$ cat src/rtl/demux_pkg.sv
// Shared definitions for the 1-to-8 demultiplexer family: channel count,
// select width, the default beat layout and a one-hot decode helper.
package demux_pkg;

  localparam int NUM_CH = 8;
  localparam int SEL_W  = 3;
  localparam int DATA_W = 32;

  // A beat as it travels through the buffer: destination plus payload.
  typedef struct packed {
    logic [SEL_W-1:0]  sel;
    logic [DATA_W-1:0] data;
  } beat_t;

  // Turn a channel number into its one-hot valid pattern.
  function automatic logic [NUM_CH-1:0] onehot_dec(input logic [SEL_W-1:0] sel);
    logic [NUM_CH-1:0] vec;
    vec = '0;
    vec[sel] = 1'b1;
    return vec;
  endfunction

endpackage

$ cat src/rtl/skid_buf2.sv
// Generic two-entry valid/ready skid buffer. The head entry drives the
// output; the skid entry catches the beat that arrives while the head is
// stalled, so in_ready can come straight from a register without losing
// throughput. Beats leave strictly in arrival order.
module skid_buf2 #(
  parameter type T = logic [7:0]
) (
  input  logic clk,
  input  logic resetn,
  input  logic flush,
  input  logic in_valid,
  output logic in_ready,
  input  T     in_beat,
  output logic out_valid,
  input  logic out_ready,
  output T     out_beat
);

  logic h_valid;
  logic s_valid;
  T     h_beat;
  T     s_beat;
  logic acc;
  logic drn;

  // Handshake qualifiers for this cycle: a beat enters on acc, the head leaves on drn.
  always_comb begin
    acc = in_valid & ~s_valid;
    drn = h_valid & out_ready;
  end

  // in_ready is the inverse of the skid flag, so it never depends on out_ready.
  assign in_ready  = ~s_valid;
  assign out_valid = h_valid;
  assign out_beat  = h_beat;

  // All buffer state; payload registers carry no reset since the valid flags qualify them.
  always_ff @(posedge clk or negedge resetn) begin
    if (!resetn) begin
      h_valid <= 1'b0;
      s_valid <= 1'b0;
    end else if (flush) begin
      h_valid <= 1'b0;
      s_valid <= 1'b0;
    end else if (!h_valid || drn) begin
      if (s_valid) begin
        h_valid <= 1'b1;
        h_beat  <= s_beat;
        if (acc) begin
          s_valid <= 1'b1;
          s_beat  <= in_beat;
        end else begin
          s_valid <= 1'b0;
        end
      end else if (acc) begin
        h_valid <= 1'b1;
        h_beat  <= in_beat;
        s_valid <= 1'b0;
      end else begin
        h_valid <= 1'b0;
        s_valid <= 1'b0;
      end
    end else if (acc) begin
      s_valid <= 1'b1;
      s_beat  <= in_beat;
    end
  end

endmodule

$ cat src/rtl/demux8_skid.sv
// Registered 1-to-8 demultiplexer with valid/ready flow control. A two-entry
// skid buffer holds beats in order; the head beat is presented on the single
// shared data bus and flagged on exactly one out_valid bit. A stalled head
// blocks everything behind it, which keeps global ordering intact.
module demux8_skid
  import demux_pkg::*;
#(
  parameter int WIDTH = DATA_W
) (
  input  logic              clk,
  input  logic              resetn,
  input  logic              flush,
  input  logic              in_valid,
  output logic              in_ready,
  input  logic [SEL_W-1:0]  in_sel,
  input  logic [WIDTH-1:0]  in_data,
  output logic [NUM_CH-1:0] out_valid,
  input  logic [NUM_CH-1:0] out_ready,
  output logic [WIDTH-1:0]  out_data
);

  // Beat layout at the instance width; matches demux_pkg::beat_t at the default width.
  typedef struct packed {
    logic [SEL_W-1:0] sel;
    logic [WIDTH-1:0] data;
  } wbeat_t;

  wbeat_t in_beat;
  wbeat_t head_beat;
  logic   head_valid;
  logic   head_ready;

  assign in_beat.sel  = in_sel;
  assign in_beat.data = in_data;

  skid_buf2 #(
    .T (wbeat_t)
  ) u_buf (
    .clk       (clk),
    .resetn    (resetn),
    .flush     (flush),
    .in_valid  (in_valid),
    .in_ready  (in_ready),
    .in_beat   (in_beat),
    .out_valid (head_valid),
    .out_ready (head_ready),
    .out_beat  (head_beat)
  );

  // Only the channel the head targets can accept it; other ready bits are ignored.
  always_comb begin
    head_ready = out_ready[head_beat.sel];
  end

  // One-hot steering of the head beat; the payload bus is shared by all channels.
  always_comb begin
    out_valid = '0;
    if (head_valid) begin
      out_valid = onehot_dec(head_beat.sel);
    end
    out_data = head_beat.data;
  end

endmodule

$ cat config.mk
export PLATFORM = sky130hd
export DESIGN_NAME = demux8_skid
export DESIGN_NICKNAME = d
export VERILOG_FILES = /design/src/rtl/demux_pkg.sv /design/src/rtl/skid_buf2.sv /design/src/rtl/demux8_skid.sv
export SDC_FILE = /design/constraint.sdc
export NUM_CORES = 1
export LEC_CHECK = 0
export BUFFER_PORTS_ARGS = -buffer_cell sky130_fd_sc_hd__buf_2
export CORE_AREA = 2 2 81 83
export DETAILED_ROUTE_END_ITERATION = 12
export DIE_AREA = 0 0 83 85
export GPL_TIMING_DRIVEN = 0
export PLACE_DENSITY = 0.76
export SYNTH_ARGS = -nofsm -noshare
export SYNTH_HDL_FRONTEND = slang
export SYNTH_SLANG_ARGS = --single-unit
$ cat constraint.sdc
create_clock -name clk -period 8.8 [get_ports clk]
set_clock_uncertainty 0.1 [all_clocks]
set_input_delay 0.44 -clock clk [delete_from_list [all_inputs] [get_ports clk]]
set_output_delay 0.44 -clock clk [all_outputs]
set_load 0.02 [all_outputs]
==> impl_metrics.yaml, run 1 <==
global_route:
  grt_max_degree: 24
  grt.total_usage: 0.145
  grt_pass1_vias: 1618
  grt_antenna_before_repair: 2
  gr-total-overflow: 0
  grt_pass1_wl_um: 7700
place:
  gp_congestion: 0.782
  hpwlAfterDp_um: 3600
  dp_cells: 340
  io_buffers: 87
  place_ws_ns: 6.26
timing:
  setup_ws_ns: 6.29
  rsz0062_at_grt: "no"
  period_share: 0.286
  worstMarginPinSlew_ns: 0.855
  setup_tns_ns: 0
  fin_crit_ns: 2.51
  hold_violations: 0
  slew_viol_final: 0
  finalSetupViolCount: 0
  fmax_ghz: 0.398
  slew_headroom: 0.427
cts:
  cts_root_buffer: "clkbuf_8"
  ctsHoldBuffers: 1
  clockBufferDepth: 2
  clk-insertion-delay-late_ns: 0.33
  path_clk_slew_ns: 0.07
  cts_resized: 0
  cts_tree: "built"
  htreeDepth: 3
  cts_inserted_buffers: 9
  cts_num_sinks: 72
  postCtsSetupBuffers: 0
final_layout:
  syn_to_final_growth_pct: 27.5
  layout_common_cells: "89 x buf_2, 70 x edfxtp_1, 34 x buf_4"
  num-nets-final: 322
  fin_cells: 357
  postLayoutCoreUtil: 0.619
  antenna_cells: 0
  final_common_cell: "buf_2"
  drive_gt1_frac: 0.618
setup_path:
  worstPathArrival_ns: 2.46
  ff2ff_path_depth: 6
  ff2ff_setup_slack_ns: 6.31
  crit_path_max_incr_delay_ns: 0.66
  startpoint_type: "input pin"
  required_ns: 8.74
  worst_path_max_delay_cell: "nor3_2"
  rr_endpoint: "u_buf.s_beat[3]"
  worstPathMaxFanout: 10
  cp_cell_sequence: "dlygate4sd3_1 -> buf_2 -> nor2b_1 -> nand3_1 -> nor3_2 -> buf_6 -> buf_6"
  cpMostUsedCell: "buf_6"
  cp-startpoint: "resetn"
  crit_type: "input pin to flip-flop"
  reg2reg_from: "u_buf.out_beat[32]"
  critPathCapture: "u_buf.s_beat[3]"
  cp-end-kind: "flip-flop"
routing:
  viasPerCell: 4.71
  dr.pass1.iters: 4
  ant_nets: 0
  drtIter0Drc: 82
  wire_per_inst_um: 13.7
  vias: 1682
  drc: 0
  wirelength_um: 4900
floorplan:
  start_util: 0.485
  die_h_um: 85
  die_w_um: 83
  coreArea_um2: 6200
  pin_count: 88
  die_area_um2: 7060
  core.rowCount: 29
run:
  drv_cap: 0
power_and_ir_drop:
  power_density_nw_per_um2: 188
  total_leakage_power_nw: 1.54
  ir_drop_uv: 125
  p_total_mw: 0.723
synthesis:
  synth.top_cell.area_share: 0.698
  synthTopCellsByArea: "edfxtp_1 70%, mux2_2 9.0%, buf_4 8.5%"
  synth_area_leader_cell: "edfxtp_1"
  netlist_area_um2: 3010
  synthCells: 172
  ys_types: 22
  synth.net_count: 219
  yosys_warnings: 0
  syn_area_per_cell_um2: 17.5
  synth_seq_cells: 72
  yosysSeqAreaShare: 0.715
run_status:
  status: "completed"
worst_hold_path:
  hp-class: "input pin to flip-flop"
-- state kept, by name, indices dropped and copies added (netlist names) --
register         count
u_buf.s_valid        1
u_buf.out_valid      1
u_buf.s_beat        35
u_buf.out_beat      35
-- final cells by class --
cell class	instances	area (µm²)
buffer	37	277
clock buffer	9	124
clock inverter	7	96.3
fill	484	2370
inverter	1	3.75
multi-input combinational	62	583
sequential	72	2150
tap	77	96.3
timing repair buffer	92	507
-- synthesized netlist by cell type --
cell type  number
mux2i_1         4
nand2_1         2
mux2_2         24
o221ai_2        1
nor3_1          2
o31ai_2         1
o221a_1         1
inv_1           1
buf_6           1
nand2b_1        2
buf_4          34
dfrtp_1         2
edfxtp_1       70
nand3_1         1
o22ai_2         1
or2b_1          1
or2_1           1
buf_2           2
nor2_1          8
nor2b_1         1
o21bai_1        1
mux2_1         11
-- routing by layer --
layer / up-vias / wire length, µm / track usage
met5: - / 7 / 0
li1: 815 / - / -
met1: 788 / 2180 / 0.191
met3: 11 / 377 / 0.0477
met2: 66 / 2240 / 0.214
met4: 2 / 99 / 0.0805
-- worst min path at each step --
stage | startpoint | end | slack, ns | cells past startpoint
after global routing | in_data[4] | u_buf.s_beat[4] | 0.17 | 1
after global placement | resetn | u_buf.s_valid | 0.13 | 1
after detailed placement | resetn | u_buf.s_valid | 0.14 | 1
after CTS | in_data[11] | u_buf.s_beat[11] | 0.17 | 1
after floorplan | resetn | u_buf.out_valid | 0.04 | 0
final | in_data[11] | u_buf.s_beat[11] | 0.19 | 1
-- power breakdown --
part / internal [mW] / switching (mW)
Clock: 0.160 / 0.119
Sequential: 0.386 / 0.00226
Combinational: 0.0290 / 0.0272
-- per-stage QoR --
stage,hold slack [ns],instance area (µm²)
after floorplan,0.0444,3010
after global placement,0.134,3540
after detailed placement,0.138,3610
after CTS,0.174,3840
after global routing,0.174,3840
final,0.194,3840
-- worst max-delay path: cells and delay by family --
| kind | cells | cell delay [ns] |
|---|---|---|
| buffers and inverters | 4 | 1.08 |
| AND/OR/NAND/NOR | 3 | 0.94 |
-- kinds of logic after synthesis --
logic type / Yosys count / synth area share
simple gates: 18 / 0.0283
buf+inv: 38 / 0.0931
compound gates: 5 / 0.0195
mux: 39 / 0.144
flops: 72 / 0.715
No activity file was read; power rests on OpenSTA's default activity.
==> run 2: changes to the inputs <==
==> constraint.sdc (replaced) <==
create_clock -name clk -period 2.4 [get_ports clk]
set_clock_uncertainty 0.1 [all_clocks]
set_input_delay 0.12 -clock clk [delete_from_list [all_inputs] [get_ports clk]]
set_output_delay 0.12 -clock clk [all_outputs]
set_load 0.02 [all_outputs]
==> impl_metrics.yaml, run 2 (synthesis gave the netlist of run 1 again) <==
timing:
  rsz0062_at_grt: "no"
  slew_headroom: 0.577
  fmax_ghz: 0.463
  hold_slack_ns: 0.0205
  setup_ws_ns: 0.241
  setup_tns_ns: 0
  fin_crit_ns: 2.16
  hold_violations: 0
  worstMarginPinSlew_ns: 0.632
  period_share: 0.900
  finalSetupViolCount: 0
  slew_viol_final: 0
final_layout:
  antenna_cells: 0
  fin_area_um2: 4200
  postLayoutCoreUtil: 0.676
  syn_to_final_growth_pct: 39.4
  final_common_cell: "buf_2"
  n_fill_cell: 435
  layout_common_cells: "89 x buf_2, 70 x edfxtp_1, 38 x dlygate4sd3_1"
  num-nets-final: 358
  drive_gt1_frac: 0.538
  fin_cells: 393
setup_path:
  crit_type: "flip-flop to flip-flop"
  startpoint_type: "flip-flop"
  worstPathMaxFanout: 13
  required_ns: 2.35
  cp-startpoint: "u_buf.out_beat[32]"
  worstPathArrival_ns: 2.11
  reg2reg_from: "u_buf.out_beat[32]"
  cp-end-kind: "flip-flop"
power_and_ir_drop:
  total_leakage_power_nw: 1.68
  pwr-share-comb: 0.095
  p_switching_mw: 0.555
  power_density_nw_per_um2: 642
  p_total_mw: 2.70
  switching_share: 0.206
  internal_power_mw: 2.14
  ir_drop_uv: 479
  p_seq_frac: 0.528
  clockPowerShare: 0.377
cts:
  cts_tree: "built"
  cts_num_sinks: 72
  cts_inserted_buffers: 9
  cts_root_buffer: "clkbuf_8"
  path_clk_slew_ns: 0.07
  clk-insertion-delay-late_ns: 0.33
  htreeDepth: 3
  clockBufferDepth: 2
routing:
  viasPerCell: 4.67
  ant_nets: 0
  dr.pass1.iters: 4
  wirelength_um: 5660
  dr_wl_met2_um: 2800
  wl_met3_um: 275
  vias: 1834
  wire_per_inst_um: 14.4
  wl_met1_um: 2470
  drc: 0
  drtIter0Drc: 66
  highest_layer: "met4"
floorplan:
  pin_count: 88
  die_area_um2: 7060
  die_w_um: 83
  start_util: 0.485
  die_h_um: 85
  core.rowCount: 29
  coreArea_um2: 6200
place:
  gp_congestion: 0.712
  dpl-instance-area_um2: 3600
  place_ws_ns: 0.177
  dp_cells: 339
  hpwlAfterDp_um: 3680
  io_buffers: 87
run:
  drv_cap: 0
global_route:
  grt_max_degree: 32
  grt_antenna_before_repair: 0
  grt_pass1_vias: 1973
  grt.total_usage: 0.173
  gr-total-overflow: 0
  grt_pass1_wl_um: 9430
worst_hold_path:
  hp-class: "input pin to asynchronous set/reset pin"
run_status:
  status: "completed"
==> run 2: cell types whose count changed in the layout (fill, tap and decap cells not counted) <==
cell,delta
clkbuf_1,+1
clkinv_1,+1
buf_6,-3
dlygate4sd3_1,+37
buf_8,+2
clkinvlp_4,+2
clkinv_4,-3
nor3_4,+1
buf_16,-1
nor3_2,-1
clkinv_2,-1
buf_12,+1
==> run 2: path summary, 6_finish.rpt <==
| check | endpoint | slack, ns | depth (start not counted) |
|---|---|---|---|
| min in group clk | u_buf.s_valid | 0.08 | 3 |
| max in group asynchronous | u_buf.s_valid | 2.08 | 2 |
| min | u_buf.out_valid | 0.02 | 2 |
| max | u_buf.s_beat[30] | 0.24 | 5 |
| min reg2reg | u_buf.out_beat[32] | 0.44 | 1 |
| max reg2reg | u_buf.s_beat[30] | 0.24 | 5 |
==> run 2: cell type report <==
| class | instances | area (µm²) | share of cell area |
|---|---|---|---|
| clock buffer | 10 | 128 | 0.0304 |
| multi-input combinational | 62 | 589 | 0.140 |
| timing repair buffer | 128 | 866 | 0.206 |
| buffer | 37 | 277 | 0.0659 |
| clock inverter | 6 | 83.8 | 0.0200 |
| inverter | 1 | 3.75 | 0.000895 |
| tap | 77 | 96.3 | 0.0230 |
| sequential | 72 | 2150 | 0.513 |
==> run 2: timing repair <==
| action | CTS | global route |
|---|---|---|
| buffers inserted | 0 | 0 |
| hold endpoints to repair | 70 | 0 |
| hold buffers | 38 | 0 |
| resized for setup | 0 | 0 |
==> run 2: worst max-delay path, cell delays in order, from the launching register on <==
cell and delay (ns):
edfxtp_1 0.38, buf_6 0.15, mux2i_1 0.19, o221ai_2 0.20
nor3_4 0.60, buf_8 0.25
==> run 2: metal layers <==
layer | vias up | track usage
met5 | - | 0
li1 | 894 | -
met2 | 64 | 0.294
met1 | 865 | 0.213
met4 | 0 | 0.0805
met3 | 11 | 0.0389
==> run 2: power groups by stage <==
stage / Clock [mW] / Sequential (mW) / Combinational (mW)
global route: 1.10 / 1.43 / 0.280
detailed placement: 0 / 1.45 / 0.209
finish: 1.02 / 1.42 / 0.257
CTS: 1.05 / 1.42 / 0.259
floorplan: 0 / 1.45 / 0.124
global placement: 0 / 1.45 / 0.197
==> run 3: changes to the inputs <==
--- a/config.mk
+++ b/config.mk
@@ -5,12 +5,13 @@
 export SDC_FILE = /design/constraint.sdc
 export NUM_CORES = 1
 export LEC_CHECK = 0
+export ABC_AREA = 1
 export BUFFER_PORTS_ARGS = -buffer_cell sky130_fd_sc_hd__buf_2
-export CORE_AREA = 2 2 81 83
+export CORE_AREA = 2 2 82 84
 export DETAILED_ROUTE_END_ITERATION = 12
-export DIE_AREA = 0 0 83 85
+export DIE_AREA = 0 0 84 86
 export GPL_TIMING_DRIVEN = 0
-export PLACE_DENSITY = 0.76
+export PLACE_DENSITY = 0.75
 export SYNTH_ARGS = -nofsm -noshare
 export SYNTH_HDL_FRONTEND = slang
 export SYNTH_SLANG_ARGS = --single-unit
==> impl_metrics.yaml, run 3 <==
run_status:
  status: "completed"
timing:
  rsz0062_at_grt: "no"
  worstMarginPinSlew_ns: 0.590
  finalSetupViolCount: 0
  slew_viol_final: 0
  fmax_ghz: 0.455
  fin_crit_ns: 2.20
  hold_slack_ns: 0.0359
  slew_headroom: 0.606
  hold_violations: 0
  period_share: 0.916
synthesis:
  synth_edf_count: 70
  yosys_warnings: 0
  ys_types: 13
  synthCells: 273
  synth_seq_cells: 72
  synthFlopType: "edfxtp_1"
  ys_top_cells_by_count: "120 x nand2_1, 70 x edfxtp_1, 33 x buf_4, 16 x inv_1, 16 x nor2_1"
  synthTopCellsByArea: "edfxtp_1 69%, nand2_1 15%, buf_4 8.1%"
  syn_area_per_cell_um2: 11.2
  synth.top_cell.area_share: 0.689
  synth_most_common_cell: "nand2_1"
  synth.net_count: 320
  synth_area_leader_cell: "edfxtp_1"
  netlist_area_um2: 3050
  yosysSeqAreaShare: 0.705
  async_flop_share: 0.0278
routing:
  viasPerCell: 4.38
  wl_met3_um: 217
  drtIter0Drc: 75
  highest_layer: "met4"
  dr_wl_met2_um: 3150
  drc: 0
  dr.pass1.iters: 4
  vias: 2159
  ant_nets: 0
  wire_per_inst_um: 12.1
  wirelength_um: 5990
  wl_met1_um: 2490
floorplan:
  die_w_um: 84
  pin_count: 88
  die_area_um2: 7220
  die_h_um: 86
  start_util: 0.486
  core.rowCount: 29
  coreArea_um2: 6280
setup_path:
  crit_type: "flip-flop to flip-flop"
  ff2ff_setup_slack_ns: 0.20
  cp-end-kind: "flip-flop"
  crit_path_max_incr_delay_ns: 0.48
  required_ns: 2.34
  worst_path_max_delay_cell: "edfxtp_1"
  cp_cell_sequence: "inv_2 -> nand2_1 -> nand3_1 -> nand2_1 -> nor2_2 -> nand3_2 -> nor2_4 -> buf_16"
  worstPathMaxFanout: 20
  startpoint_type: "flip-flop"
  worstPathArrival_ns: 2.14
  cpMostUsedCell: "nand2_1"
global_route:
  grt_pass1_wl_um: 9650
  grt_max_degree: 21
  grt.total_usage: 0.173
  gr-total-overflow: 0
  grt_pass1_vias: 2272
  grt_antenna_before_repair: 0
place:
  hpwlAfterDp_um: 4000
  gp_congestion: 0.806
  io_buffers: 87
power_and_ir_drop:
  p_switching_mw: 0.560
  internal_power_mw: 2.34
  switching_share: 0.193
  p_seq_frac: 0.490
  power_density_nw_per_um2: 675
  pwr-share-comb: 0.089
  ir_drop_uv: 558
  p_total_mw: 2.90
  clockPowerShare: 0.420
  total_leakage_power_nw: 1.95
final_layout:
  final_common_cell: "nand2_1"
  layout_common_cells: "120 x nand2_1, 91 x buf_2, 70 x edfxtp_1"
  syn_to_final_growth_pct: 40.8
  drive_gt1_frac: 0.353
  n_fill_cell: 469
  num-nets-final: 458
  antenna_cells: 0
cts:
  clockBufferDepth: 2
  cts_tree: "built"
  path_clk_slew_ns: 0.07
  cts_inserted_buffers: 9
  cts_num_sinks: 72
  cts_root_buffer: "clkbuf_8"
  clk-insertion-delay-late_ns: 0.33
  htreeDepth: 3
  postCtsSetupBuffers: 0
run:
  drv_cap: 0
worst_hold_path:
  hp-class: "input pin to asynchronous set/reset pin"
==> run 3: timing repair <==
item,4_1_cts,5_1_grt
endpoints found under the hold margin,74,0
hold buffers,38,0
gates resized for setup,0,0
setup endpoints to repair,0,0
==> run 3: layout make-up <==
class                           instances  area (µm²)  share of cell area
Tap cell                               77        96.3              0.0224
Multi-Input combinational cell        144         577               0.134
Timing Repair Buffer                  127         871               0.203
Sequential cell                        72        2150               0.501
Clock buffer                           11         131              0.0306
Buffer                                 39         275              0.0640
Clock inverter                          5         129              0.0300
Inverter                               18        67.6              0.0157
==> run 3: power groups by stage <==
| stage | clock [mW] | combinational (mW) | sequential (mW) |
|---|---|---|---|
| floorplan | 0 | 0.119 | 1.45 |
| global placement | 0 | 0.195 | 1.45 |
| detailed placement | 0 | 0.211 | 1.45 |
| CTS | 1.25 | 0.260 | 1.42 |
| global route | 1.30 | 0.286 | 1.43 |
| finish | 1.22 | 0.259 | 1.42 |
==> run 3: path summary, 6_finish.rpt <==
kind                       depth (start not counted)                 to                from
hold reg to reg                                    2  u_buf.out_beat[0]     u_buf.s_beat[0]
setup reg to reg                                   8    u_buf.s_beat[6]  u_buf.out_beat[32]
max in group asynchronous                          2      u_buf.s_valid              resetn
min in group clk                                   6      u_buf.s_valid        out_ready[7]
hold / removal                                     2    u_buf.out_valid              resetn
setup / recovery                                   8    u_buf.s_beat[6]  u_buf.out_beat[32]
==> run 3: logic make-up (layout without fill, tap and decap cells) <==
logic type | count (synthesis) | count (layout) | synth area share
buf+inv | 57 | 200 | 0.112
flops | 72 | 72 | 0.705
compound gates | 1 | 1 | 0.00164
simple gates | 143 | 143 | 0.181
==> run 3: worst max-delay path: cells and delay by family (launching register included) <==
family,cells,cell delay [ns]
simple gates,6,0.94
buf+inv,2,0.38
flops,1,0.48
==> run 3: layer usage <==
metal  track usage  vias up
met2         0.317       52
met4        0.0924        0
met1         0.187      973
met3        0.0404       12
met5             0        -
li1              -     1122
==> run 3: per-stage QoR <==
stage	cells	area (µm²)	setup slack (ns)	TNS, ns	util
detailed placement	439	3660	0.195	0	0.583
global placement	437	3590	-0.508	-35.33	0.572
global route	493	4300	0.0505	0	0.685
CTS	493	4300	0.186	0	0.685
finish	493	4300	0.201	0	0.685
floorplan	273	3060	0.0367	0	-
